`config.mk`:
```
export PLATFORM = sky130hd
export DESIGN_NAME = req_arbiter
export DESIGN_NICKNAME = d
export VERILOG_FILES = /design/src/rtl/req_pkg.sv /design/src/rtl/rr_pick.sv /design/src/rtl/req_arbiter.sv
export SDC_FILE = /design/constraint.sdc
export NUM_CORES = 1
export LEC_CHECK = 0
export CAP_MARGIN = 25
export CORE_MARGIN = 8
export CORE_UTILIZATION = 25
export CTS_CLUSTER_SIZE = 14
export DETAILED_ROUTE_END_ITERATION = 10
export PLACE_DENSITY = 0.58
export SETUP_SLACK_MARGIN = 0.1
export SLEW_MARGIN = 20
export SYNTH_ARGS = -nofsm -noshare
export SYNTH_HDL_FRONTEND = slang
export SYNTH_SLANG_ARGS = --single-unit
export TNS_END_PERCENT = 5
```
`constraint.sdc`:
```
create_clock -name clk -period 4.15 [get_ports clk]
set_clock_uncertainty 0.05 [all_clocks]
set_input_delay 0.415 -clock clk [delete_from_list [all_inputs] [get_ports clk]]
set_output_delay 0.415 -clock clk [all_outputs]
set_load 0.02 [all_outputs]
```
`src/rtl/req_pkg.sv`:
```
// rtl/req_pkg.sv - shared widths and FSM encoding for the request arbiter
package req_pkg;

    localparam int REQ_W = 32;
    localparam int IDX_W = 4;

    typedef enum logic [1:0] {
        ARB    = 2'd0,
        ACCEPT = 2'd1,
        SEND   = 2'd2
    } arb_state_e;

endpackage

```
`src/rtl/rr_pick.sv`:
```
// rtl/rr_pick.sv - combinational round-robin picker: first valid index at or after rr_ptr
module rr_pick
    import req_pkg::*;
#(
    parameter int NUM_REQ = 4
) (
    input  logic [NUM_REQ-1:0] valid,
    input  logic [IDX_W-1:0]   rr_ptr,
    output logic [IDX_W-1:0]   grant,
    output logic               any
);

    logic [2*NUM_REQ-1:0] dbl;
    logic [NUM_REQ-1:0]   rot;
    int                   off;
    int                   sum;

    // Rotate so rr_ptr lands on bit 0, then the lowest set bit is the winner.
    always_comb begin
        dbl   = {valid, valid} >> rr_ptr;
        rot   = dbl[NUM_REQ-1:0];
        off   = 0;
        any   = 1'b0;
        for (int k = NUM_REQ - 1; k >= 0; k--) begin
            if (rot[k]) begin
                off = k;
                any = 1'b1;
            end
        end
        sum = int'(rr_ptr) + off;
        if (sum >= NUM_REQ) begin
            sum = sum - NUM_REQ;
        end
        grant = IDX_W'(sum);
    end

endmodule

```
`src/rtl/req_arbiter.sv`:
```
// rtl/req_arbiter.sv - round-robin arbiter with outstanding-credit throttle feeding the RQ stream
module req_arbiter
    import req_pkg::*;
#(
    parameter int NUM_REQ         = 4,
    parameter int MAX_OUTSTANDING = 2
) (
    input  logic                     clk,
    input  logic                     resetn,
    input  logic                     enable,
    input  logic [REQ_W*NUM_REQ-1:0] AXIS_IN_TDATA,
    input  logic [NUM_REQ-1:0]       AXIS_IN_TVALID,
    output logic [NUM_REQ-1:0]       AXIS_IN_TREADY,
    output logic [REQ_W-1:0]         AXIS_RQ_TDATA,
    output logic [IDX_W-1:0]         AXIS_RQ_TUSER,
    output logic                     AXIS_RQ_TVALID,
    input  logic                     AXIS_RQ_TREADY,
    input  logic                     cmpl_strobe,
    output logic [7:0]               outstanding,
    output logic                     busy,
    output logic                     cmpl_err
);

    arb_state_e         state_q, state_d;
    logic [IDX_W-1:0]   grant_q, grant_d;
    logic [IDX_W-1:0]   rr_ptr_q, rr_ptr_d;
    logic [NUM_REQ-1:0] tready_q, tready_d;
    logic [REQ_W-1:0]   tdata_q, tdata_d;
    logic [IDX_W-1:0]   tuser_q, tuser_d;
    logic               tvalid_q, tvalid_d;
    logic [7:0]         out_q, out_d;
    logic               err_q, err_d;

    logic [IDX_W-1:0]   pick_idx;
    logic               pick_any;
    logic [REQ_W-1:0]   in_word;
    logic               credit_ok;
    logic               grant_fire;
    logic               in_fire;
    logic               rq_fire;

    rr_pick #(
        .NUM_REQ (NUM_REQ)
    ) u_pick (
        .valid  (AXIS_IN_TVALID),
        .rr_ptr (rr_ptr_q),
        .grant  (pick_idx),
        .any    (pick_any)
    );

    assign credit_ok = (out_q < 8'(MAX_OUTSTANDING));
    // tready_q is one-hot on the granted requester, so masking selects its handshake.
    assign in_fire   = |(AXIS_IN_TVALID & tready_q);
    assign rq_fire   = tvalid_q & AXIS_RQ_TREADY;

    always_comb begin
        in_word = '0;
        for (int i = 0; i < NUM_REQ; i++) begin
            if (tready_q[i]) begin
                in_word = AXIS_IN_TDATA[i*REQ_W +: REQ_W];
            end
        end
    end

    always_comb begin
        state_d    = state_q;
        grant_d    = grant_q;
        rr_ptr_d   = rr_ptr_q;
        tready_d   = tready_q;
        tdata_d    = tdata_q;
        tuser_d    = tuser_q;
        tvalid_d   = tvalid_q;
        grant_fire = 1'b0;
        case (state_q)
            ARB: begin
                tready_d = '0;
                if (enable && credit_ok && pick_any) begin
                    grant_d    = pick_idx;
                    tready_d   = NUM_REQ'(1) << pick_idx;
                    grant_fire = 1'b1;
                    state_d    = ACCEPT;
                end
            end
            ACCEPT: begin
                if (in_fire) begin
                    tdata_d  = in_word;
                    tuser_d  = grant_q;
                    tready_d = '0;
                    tvalid_d = 1'b1;
                    state_d  = SEND;
                end
            end
            SEND: begin
                if (rq_fire) begin
                    tvalid_d = 1'b0;
                    rr_ptr_d = (grant_q == IDX_W'(NUM_REQ - 1)) ? '0 : grant_q + IDX_W'(1);
                    state_d  = ARB;
                end
            end
            default: begin
                tready_d = '0;
                tvalid_d = 1'b0;
                state_d  = ARB;
            end
        endcase
    end

    // Credit is taken at grant; a coincident completion cancels it out.
    always_comb begin
        out_d = out_q;
        err_d = err_q;
        if (grant_fire && !cmpl_strobe) begin
            out_d = out_q + 8'd1;
        end else if (!grant_fire && cmpl_strobe) begin
            if (out_q == 8'd0) begin
                err_d = 1'b1;
            end else begin
                out_d = out_q - 8'd1;
            end
        end
    end

    always_ff @(posedge clk or negedge resetn) begin
        if (!resetn) begin
            state_q  <= ARB;
            grant_q  <= '0;
            rr_ptr_q <= '0;
            tready_q <= '0;
            tdata_q  <= '0;
            tuser_q  <= '0;
            tvalid_q <= 1'b0;
            out_q    <= '0;
            err_q    <= 1'b0;
        end else begin
            state_q  <= state_d;
            grant_q  <= grant_d;
            rr_ptr_q <= rr_ptr_d;
            tready_q <= tready_d;
            tdata_q  <= tdata_d;
            tuser_q  <= tuser_d;
            tvalid_q <= tvalid_d;
            out_q    <= out_d;
            err_q    <= err_d;
        end
    end

    assign AXIS_IN_TREADY = tready_q;
    assign AXIS_RQ_TDATA  = tdata_q;
    assign AXIS_RQ_TUSER  = tuser_q;
    assign AXIS_RQ_TVALID = tvalid_q;
    assign outstanding    = out_q;
    assign cmpl_err       = err_q;
    assign busy           = (state_q != ARB) || (out_q != 8'd0);

endmodule

```
# --- After elaboration in Yosys (flattened, before gate mapping) ---
# Index checks and enable logic that the tools add are counted.
# Widths: inputs -> output; s select.
classes:
  bitwise_logic: 5
  eq_ne: 7
  add_sub_neg: 5
  shifts: 2
  reduce_logical: 21
  muxes: 29
  magnitude_cmp: 2
ops:
  columns: ["operator", "n"]
  rows:
  - ["$mux 32", 4]
  - ["$mux 8", 3]
  - ["$mux 4", 4]
  - ["$mux 2", 7]
  - ["$pmux 4 s3", 1]
  - ["$reduce_and 2->1", 5]
  - ["$reduce_and 3->1", 3]
  - ["$add 8x1->8 const B", 1]
  - ["$logic_not 8->1", 1]
  - ["$lt 8x2->1 const B", 1]
  - ["$mux 1", 8]
  - ["$ne 2x2->1 const B", 4]
  - ["$reduce_bool 8->1", 1]
  - ["$shr 8x4->4", 1]
  - ["$sub 8x1->8 const B", 1]
  - ["$pmux 2 s3", 1]
  - ["$add 4x2->5", 1]
  - ["$ge 5x3->1 const B", 1]
  - ["$add 4x1->4 const B", 1]
  - ["$and 4x4->4", 1]
  - ["$eq 4x2->1 const B", 1]
  - ["$logic_and 1x1->1", 4]
  - ["$reduce_bool 2->1", 2]
  - ["$reduce_or 4->1", 1]
  - ["other kinds (10)", 13]
word_totals:
  input_bits: 137
  wordCells: 80
  out_inout_bits: 51
  reg_bits: 60

# --- Logic depth before layout (Yosys ltp) ---
# Gate-level depths: netlist of the first run.
depth:
  depth_word: 12
  mapped_depth: 15
  depth_no_buf: 14

# --- Modules after synthesis ---
# Synthesis of the first run repeated with hierarchy kept, for this count alone.
hier_totals:
  cells_unflattened: 443
  hier_area_um2: 3882.5
by_module_without_submodules:
  columns: ["mod", "area_per_inst_um2", "seq_area_each_um2", "cells_each", "n_inst"]
  rows:
  - ["req_arbiter", 3515.9, 1501.4, 388, 1]
  - ["rr_pick", 366.6, 0.0, 55, 1]

# --- Worst setup path after synthesis of the first run ---
# OpenSTA, ideal clock, no wires.
synth_timing:
  path_type: "reg2reg"
  from: "reg out_q[1], in the netlist outstanding[1]"
  to: "reg out_q[7], in the netlist outstanding[7]"
  path_buffers: 0
  stages_incl_launch_ff: 12
  path_slack_ns: 0.931
  t_required_ns: 3.974
  period_less_slack_ns: 3.219
  setup_ns: 0.126
  t_arrival_ns: 3.043
  path_cell_list: "dfrtp_1 -> nor4_2 -> nand4_1 -> a21oi_4 -> ha_1 -> inv_1 -> ha_1 -> a211oi_2 -> o21bai_2 -> o41ai_4 -> mux2_2 -> a221o_1"
synth_between:
  elab_chain_cells: 9
  word_cells_on_any_way: 17
  classes_between: "2 x add/sub; 1 x order compare; 1 x eq/ne; 5 x mux; 8 x reduce/logical"
synth_lines:
  columns: ["element", "line", "source"]
  rows:
  - ["start: declaration", "req_arbiter.sv:31", "logic [7:0] out_q, out_d;"]
  - ["start signal: assignment", "req_arbiter.sv:142", "out_q <= out_d;"]
  - ["$lt 8x2->1 (*)", "req_arbiter.sv:51", "assign credit_ok = (out_q < 8'(MAX_OUTSTANDING));"]
  - ["$logic_and 1x1->1 (*) (2 in series)", "req_arbiter.sv:77", "if (enable && credit_ok && pick_any) begin"]
  - ["$mux 1 (*)", "req_arbiter.sv:77", null]
  - ["$mux 1 (*)", "req_arbiter.sv:74", "case (state_q)"]
  - ["via grant_fire", "req_arbiter.sv:38", "logic grant_fire;"]
  - ["$logic_not 1->1", "req_arbiter.sv:114", "end else if (!grant_fire && cmpl_strobe) begin"]
  - ["$logic_and 1x1->1", "req_arbiter.sv:114", null]
  - ["$reduce_bool 2->1 (no line)", null, null]
  - ["$reduce_and 2->1 (no line)", null, null]
# Mark *: on every way through the listed nets, which the timed path passes. The rest lies on a longest branch. The select of a mux whose other input is x is not followed.
# A chain may end at the register's enable or synchronous reset.

# --- Final worst setup path of the first run ---
layout_timing:
  from: "in AXIS_IN_TVALID[2]"
  to: "reg out_q[7], in the netlist outstanding[7]"
layout_between:
  elab_chain_cells: 12
  word_cells_on_any_way: 15
  classes_between: "1 x eq/ne; 1 x shift; 7 x mux; 6 x reduce/logical"
layout_lines:
  columns: ["element", "line", "source"]
  rows:
  - ["start: declaration", "req_arbiter.sv:12", "input logic [NUM_REQ-1:0] AXIS_IN_TVALID,"]
  - ["$shr 8x4->4 (*)", "rr_pick.sv:20", "dbl = {valid, valid} >> rr_ptr;"]
  - ["$mux 1 (3 in series)", "rr_pick.sv:25", "if (rot[k]) begin"]
  - ["$mux 1 (*)", "rr_pick.sv:25", null]
  - ["$logic_and 1x1->1 (*)", "req_arbiter.sv:77", null]
  - ["$mux 1 (*)", "req_arbiter.sv:77", null]
  - ["$mux 1 (*)", "req_arbiter.sv:74", null]
  - ["via grant_fire", "req_arbiter.sv:38", null]
  - ["$logic_not 1->1", "req_arbiter.sv:114", null]
  - ["$logic_and 1x1->1", "req_arbiter.sv:114", null]
  - ["$reduce_bool 2->1 (no line)", null, null]
  - ["$reduce_and 2->1 (no line)", null, null]
# Mark *: on every way through the listed nets, which the timed path passes. The rest lies on a longest branch.

==> qor.yml, run 1 <==
slowest_delay_ps: 520
synth_top_cell_by_area: "dfrtp_1"
rows: 45
crit_slowest_cell: "clkdlybuf4s50_1"
post-cts-setup-buffer-count: 0
fmax_mhz: 277.5
worstPathCellList: "clkdlybuf4s50_1 > nor2b_1 > a311oi_2 > a21oi_4 > ha_1 > inv_1 > ha_1 > a211oi_2 > o21bai_2 > o41ai_4 > mux2_2 > a221o_1"
h-tree-depth: 3
wirelength_mm: 14.26
outcome: "finished, final reports clean"
r2r_end: "AXIS_IN_TREADY[3]"
cp_max_fo: 10
dr.pass1.iters: 4
nFillCells: 1470
arrival_ps: 3770
multi_input_area_um2: 2187
tns_ps: 0
die_w_um: 139.7
synth_edf_count: 0
path_common_cell: "ha_1"
gr-total-overflow: 0
yosysWarnings: 0
initial_core_util: 0.2536
final_cell_mix: "clkdlybuf4s50_1, a21oi_1, dfrtp_1"
setup.worst_path.end_class: "flip-flop"
syn_avg_cell_area_um2: 8.819
cts_hold_buffers: 0
core_um2: 15090
clkPwrFrac: 0.299
regArea_um2: 1504
place_hpwl_mm: 10.71
max_slew_margin: 0.5294
n_antenna_cell: 0
async_flop_share: 1.000
antenna_found_initial: 1
portBuffers: 187
power.leakage_nw: 2.488
yosysSeqAreaShare: 0.3923
die-area_um2: 19520
switchingPower_uw: 929.3
worst_ep_required_time_ps: 4310
grt_pass1_wl_mm: 22.85
pwr-share-comb: 0.396
final_layout_size_suffix_gt1_frac: 0.07967
synth_top_area_frac: 0.3923
synthFlopType: "dfrtp_1"
synth_cells: 434
reg2regPathDepth: 14
cts_tree: "built"
min_path_type: "input port to async pin"
ctsResizeCount: 0
utilization: 0.4122
maxCapViolCount: 0
io_pins: 188
p_int_mw: 1.862
rsz0062_at_grt: "false"
seqPwrFrac: 0.306
cts_sinks: 60
grtUsageTotal: 0.1466
synth_area_um2: 3827
peakVddDrop_uv: 247.6
swShare: 0.3329
hold_violations: 0
ant_nets: 0
clk_latency_ps: 330
synth_nets: 585
final-setup-viol-count: 0
slew_viol_final: 0
grt_max_degree: 67
viasPerCell: 4.945
finalCritPeriodShare: 0.8685
wl_per_cell_um: 17.76
dp_cells: 787
worstReg2RegStart: "rr_ptr_q[0]"
drcViolationCount: 0
clk_pin_slew_ps: 50
tightest_slew_ps: 705.9
yosys_register_bits: 60
power_density_nw_per_um2: 448.8
min_period_ps: 3604
synth.distinct_cells: 52
synth.area.top_cells: "dfrtp_1, a21oi_1, a221oi_1"
final_common_cell: "clkdlybuf4s50_1"
clock_path_buffers: 2
crit_type: "input port to flip-flop"
reg2reg_setup_slack_ps: 600
area_delta_synth_final_pct: 62.50
stdcell_count: 803
start_kind: "input port"
first_iter_violations: 218
fp.dieH_um: 139.7
route.vias.total: 3971
cts_root_buf: "clkbuf_16"
hold_ws_ps: 66.13
cts_buffers: 9
grt_pass1_vias: 4142
nNetsFinal: 761
place_congestion: 0.8583
kinds of logic after synthesis:
group | share of synthesized area
adders and majority gates | 0.04969
muxes | 0.03498
DFF | 0.3923
xor gates and xnor gates | 0.01602
buffers and inverters | 0.04021
and+or+nand+nor | 0.1965
AOI/OAI and AO/OA | 0.2703
Yosys cell counts (all sizes together), types with 2 or more instances:
master / instances
buf: 11
a32o: 2
nand2: 18
a22oi: 2
xor2: 4
o22ai: 2
a21o: 7
nor2b: 40
ha: 12
clkbuf: 19
nand3: 2
nor2: 39
nand2b: 6
xnor2: 3
or2: 3
dfrtp: 60
inv: 8
a221oi: 31
a21oi: 75
mux2: 9
o211ai: 2
fa: 2
nor3: 34
o21bai: 2
o31ai: 5
o21ai: 18
a211oi: 3
metrics by stage:
stage | setup WS, ps | power, mW | area [um2]
2_1_floorplan | 931.3 | 1.435 | 3827
3_3_place_gp | 347.3 | 1.951 | 5878
3_5_place_dp | 223.3 | 1.972 | 5883
4_1_cts | 577.7 | 2.835 | 6220
5_1_grt | 293.9 | 2.962 | 6220
6_report | 545.8 | 2.791 | 6220
routing by layer:
metal	routed length, um	GRT usage	up-vias
met5	13	0	-
met1	5981	0.1701	1853
met2	6862	0.2469	148
li1	-	-	1953
met3	1251	0.05438	15
met4	149	0.04400	2
sequential cells by signal, summed over array words and instances, names as in the netlist:
name,cells
state_q,2
outstanding,8
grant_q,4
AXIS_RQ_TUSER,4
rr_ptr_q,4
AXIS_RQ_TVALID,1
cmpl_err,1
AXIS_IN_TREADY,4
AXIS_RQ_TDATA,32
worst max-delay path: cells and delay by family:
family                     cells  cell delay, ps
adders and majority gates      2             530
muxes                          1             370
AOI/OAI and AO/OA              6            1450
and+or+nand+nor                1             200
buffers and inverters          2             780
cell type report:
class,instances,share of cell area
multi-input cells,336,0.3516
flip-flops and latches,60,0.2418
clock buffers,12,0.04285
well taps,188,0.03782
clock inverters,4,0.01127
repair buffers,195,0.3098
inverters,8,0.004828
how the worst max path moves through the flow:
stage                            from  depth (start not counted)           endpoint
detailed placement  AXIS_IN_TVALID[2]                         12     outstanding[7]
floorplan              outstanding[1]                         11     outstanding[7]
finish              AXIS_IN_TVALID[2]                         12     outstanding[7]
global placement    AXIS_IN_TVALID[2]                         12     outstanding[7]
global route              rr_ptr_q[0]                         14  AXIS_IN_TREADY[3]
CTS                 AXIS_IN_TVALID[2]                         12     outstanding[7]
power by group through the flow:
stage	clock (mW)	combinational (mW)	sequential (mW)
final	0.834	1.11	0.853
after CTS	0.863	1.12	0.854
after detailed placement	0	1.11	0.860
after floorplan	0	0.454	0.980
after global placement	0	1.09	0.863
after global routing	0.888	1.20	0.875
No activity file was read; power rests on OpenSTA's default activity.
==> inputs of run 2 (changes only) <==
- CTS_BUF_LIST: default -> sky130_fd_sc_hd__clkbuf_16
==> run 2 against run 1 <==
  * Sequential share of layout area increased by 0.12 points
  * Maximum frequency increased by 0.28%
  * Clock power decreased by 6.6%
  * Non-clock buffer count unchanged
  * Via count increased by 0.10%
  * Critical path depth unchanged
  * Power decreased by 2.0%
  * Die area unchanged
  * Routed wire length increased by 0.16%
  * Sequential cell count unchanged
  * Critical path type unchanged
  * Highest routed layer unchanged
==> qor.yml, run 2 (same netlist as run 1, synthesis figures left out) <==
finalPower_mw: 2.736
viasPerCell: 4.950
ctsResizeCount: 0
clk_pin_slew_ps: 50
worst_ep_required_time_ps: 4310
wirelength_mm: 14.28
peakVddDrop_uv: 248.7
stdcell_count: 803
grt_pass1_vias: 4146
tightest_slew_ps: 700.5
arrival_ps: 3760
crit_type: "input port to flip-flop"
hold_ws_ps: 62.83
clock_path_buffers: 2
post-cts-setup-buffer-count: 0
largest_reg_flops: 32
final_layout_size_suffix_gt1_frac: 0.07480
cts_hold_buffers: 0
max_slew_margin: 0.5330
fmax_mhz: 278.2
place_ws_ps: 223.3
min_path_type: "input port to async pin"
core_um2: 15090
die_w_um: 139.7
place_congestion: 0.8583
crit_slowest_cell: "clkdlybuf4s50_1"
tns_ps: 0
grt_max_degree: 67
power_density_nw_per_um2: 442.0
maxCapViolCount: 0
dp_cells: 787
clk_latency_ps: 330
final-setup-viol-count: 0
io_pins: 188
regArea_um2: 1504
die-area_um2: 19520
cts_sinks: 60
n_antenna_cell: 0
ant_nets: 0
final_cell_mix: "clkdlybuf4s50_1, a21oi_1, dfrtp_1"
wl_per_cell_um: 17.79
cts_buffers: 9
route.vias.total: 3975
start_kind: "input port"
outcome: "finished, final reports clean"
grt_pass1_wl_mm: 22.86
fp.dieH_um: 139.7
worstPathCellList: "clkdlybuf4s50_1 > nor2b_1 > a311oi_2 > a21oi_4 > ha_1 > inv_1 > ha_1 > a211oi_2 > o21bai_2 > o41ai_4 > mux2_2 > a221o_1"
dr.pass1.iters: 5
place_hpwl_mm: 10.71
worst_slack_ps: 555.9
first_iter_violations: 212
slowest_delay_ps: 520
nFillCells: 1473
gr-total-overflow: 0
final_common_cell: "clkdlybuf4s50_1"
rows: 45
rsz0062_at_grt: "false"
antenna_found_initial: 1
h-tree-depth: 3
drcViolationCount: 0
power.leakage_nw: 2.471
cp_max_fo: 10
area_delta_synth_final_pct: 61.72
multi_input_area_um2: 2187
path_buf_inv: 2
finalCritPeriodShare: 0.8660
cts_root_buf: "clkbuf_16"
cts_tree: "built"
nNetsFinal: 761
setup.worst_path.end_class: "flip-flop"
hold_violations: 0
initial_core_util: 0.2536
min_period_ps: 3594
portBuffers: 187
slew_viol_final: 0
grtUsageTotal: 0.1466
crit_family: "compound AO/OA/AOI/OAI gates"
path_common_cell: "ha_1"
run 2: changes by cell type in the layout (fill, tap and decap cells not counted):
| cell | change |
|---|---|
| clkinv_1 | +3 |
| clkbuf_8 | -3 |
run 2: metrics by stage:
| stage | instance area (um2) | util |
|---|---|---|
| 6_report | 6190 | 0.4102 |
| 3_3_place_gp | 5878 | 0.3896 |
| 2_1_floorplan | 3827 | - |
| 3_5_place_dp | 5883 | 0.3899 |
| 5_1_grt | 6190 | 0.4102 |
| 4_1_cts | 6190 | 0.4102 |
run 2: metal layers:
metal / global-route usage / up-vias / routed length, um
met3: 0.05438 / 13 / 1294
met4: 0.04400 / 2 / 137
met2: 0.2471 / 151 / 6941
li1: - / 1951 / -
met1: 0.1699 / 1858 / 5895
met5: 0 / - / 13
run 2: final cells by class:
class                      instances  area share
multi-input combinational        336      0.3533
tap                              188     0.03800
clock inverter                     7     0.01314
clock buffer                       9     0.03639
sequential                        60      0.2430
inverter                           8    0.004851
timing repair buffer             195      0.3113
run 2: power by group:
group	internal (mW)	switching (mW)	leakage [nW]
Clock	0.516	0.262	0.152
Sequential	0.721	0.131	0.808
Combinational	0.569	0.536	1.51
Total	1.81	0.929	2.47
run 2: worst reg2reg max path: stages (launching register included):
cell	delay (ps)
dfrtp_1	510
nand2b_1	230
a21boi_0	140
o22ai_1	150
a21oi_1	60
a2111oi_0	370
ha_1	240
inv_1	50
fa_1	370
xnor2_1	210
ha_1	230
a21o_1	180
o31ai_1	390
nand3_1	160
o21ai_1	140
run 2: worst paths after layout:
check | from | end | slack [ps] | depth (start not counted)
setup / recovery | AXIS_IN_TVALID[2] | outstanding[7] | 560 | 12
hold / removal | resetn | cmpl_err | 60 | 1
setup reg to reg | rr_ptr_q[0] | AXIS_IN_TREADY[3] | 590 | 14
hold reg to reg | cmpl_err | cmpl_err | 440 | 1
max in group asynchronous | resetn | AXIS_RQ_TDATA[0] | 3070 | 2
min in group clk | cmpl_err | cmpl_err | 440 | 1
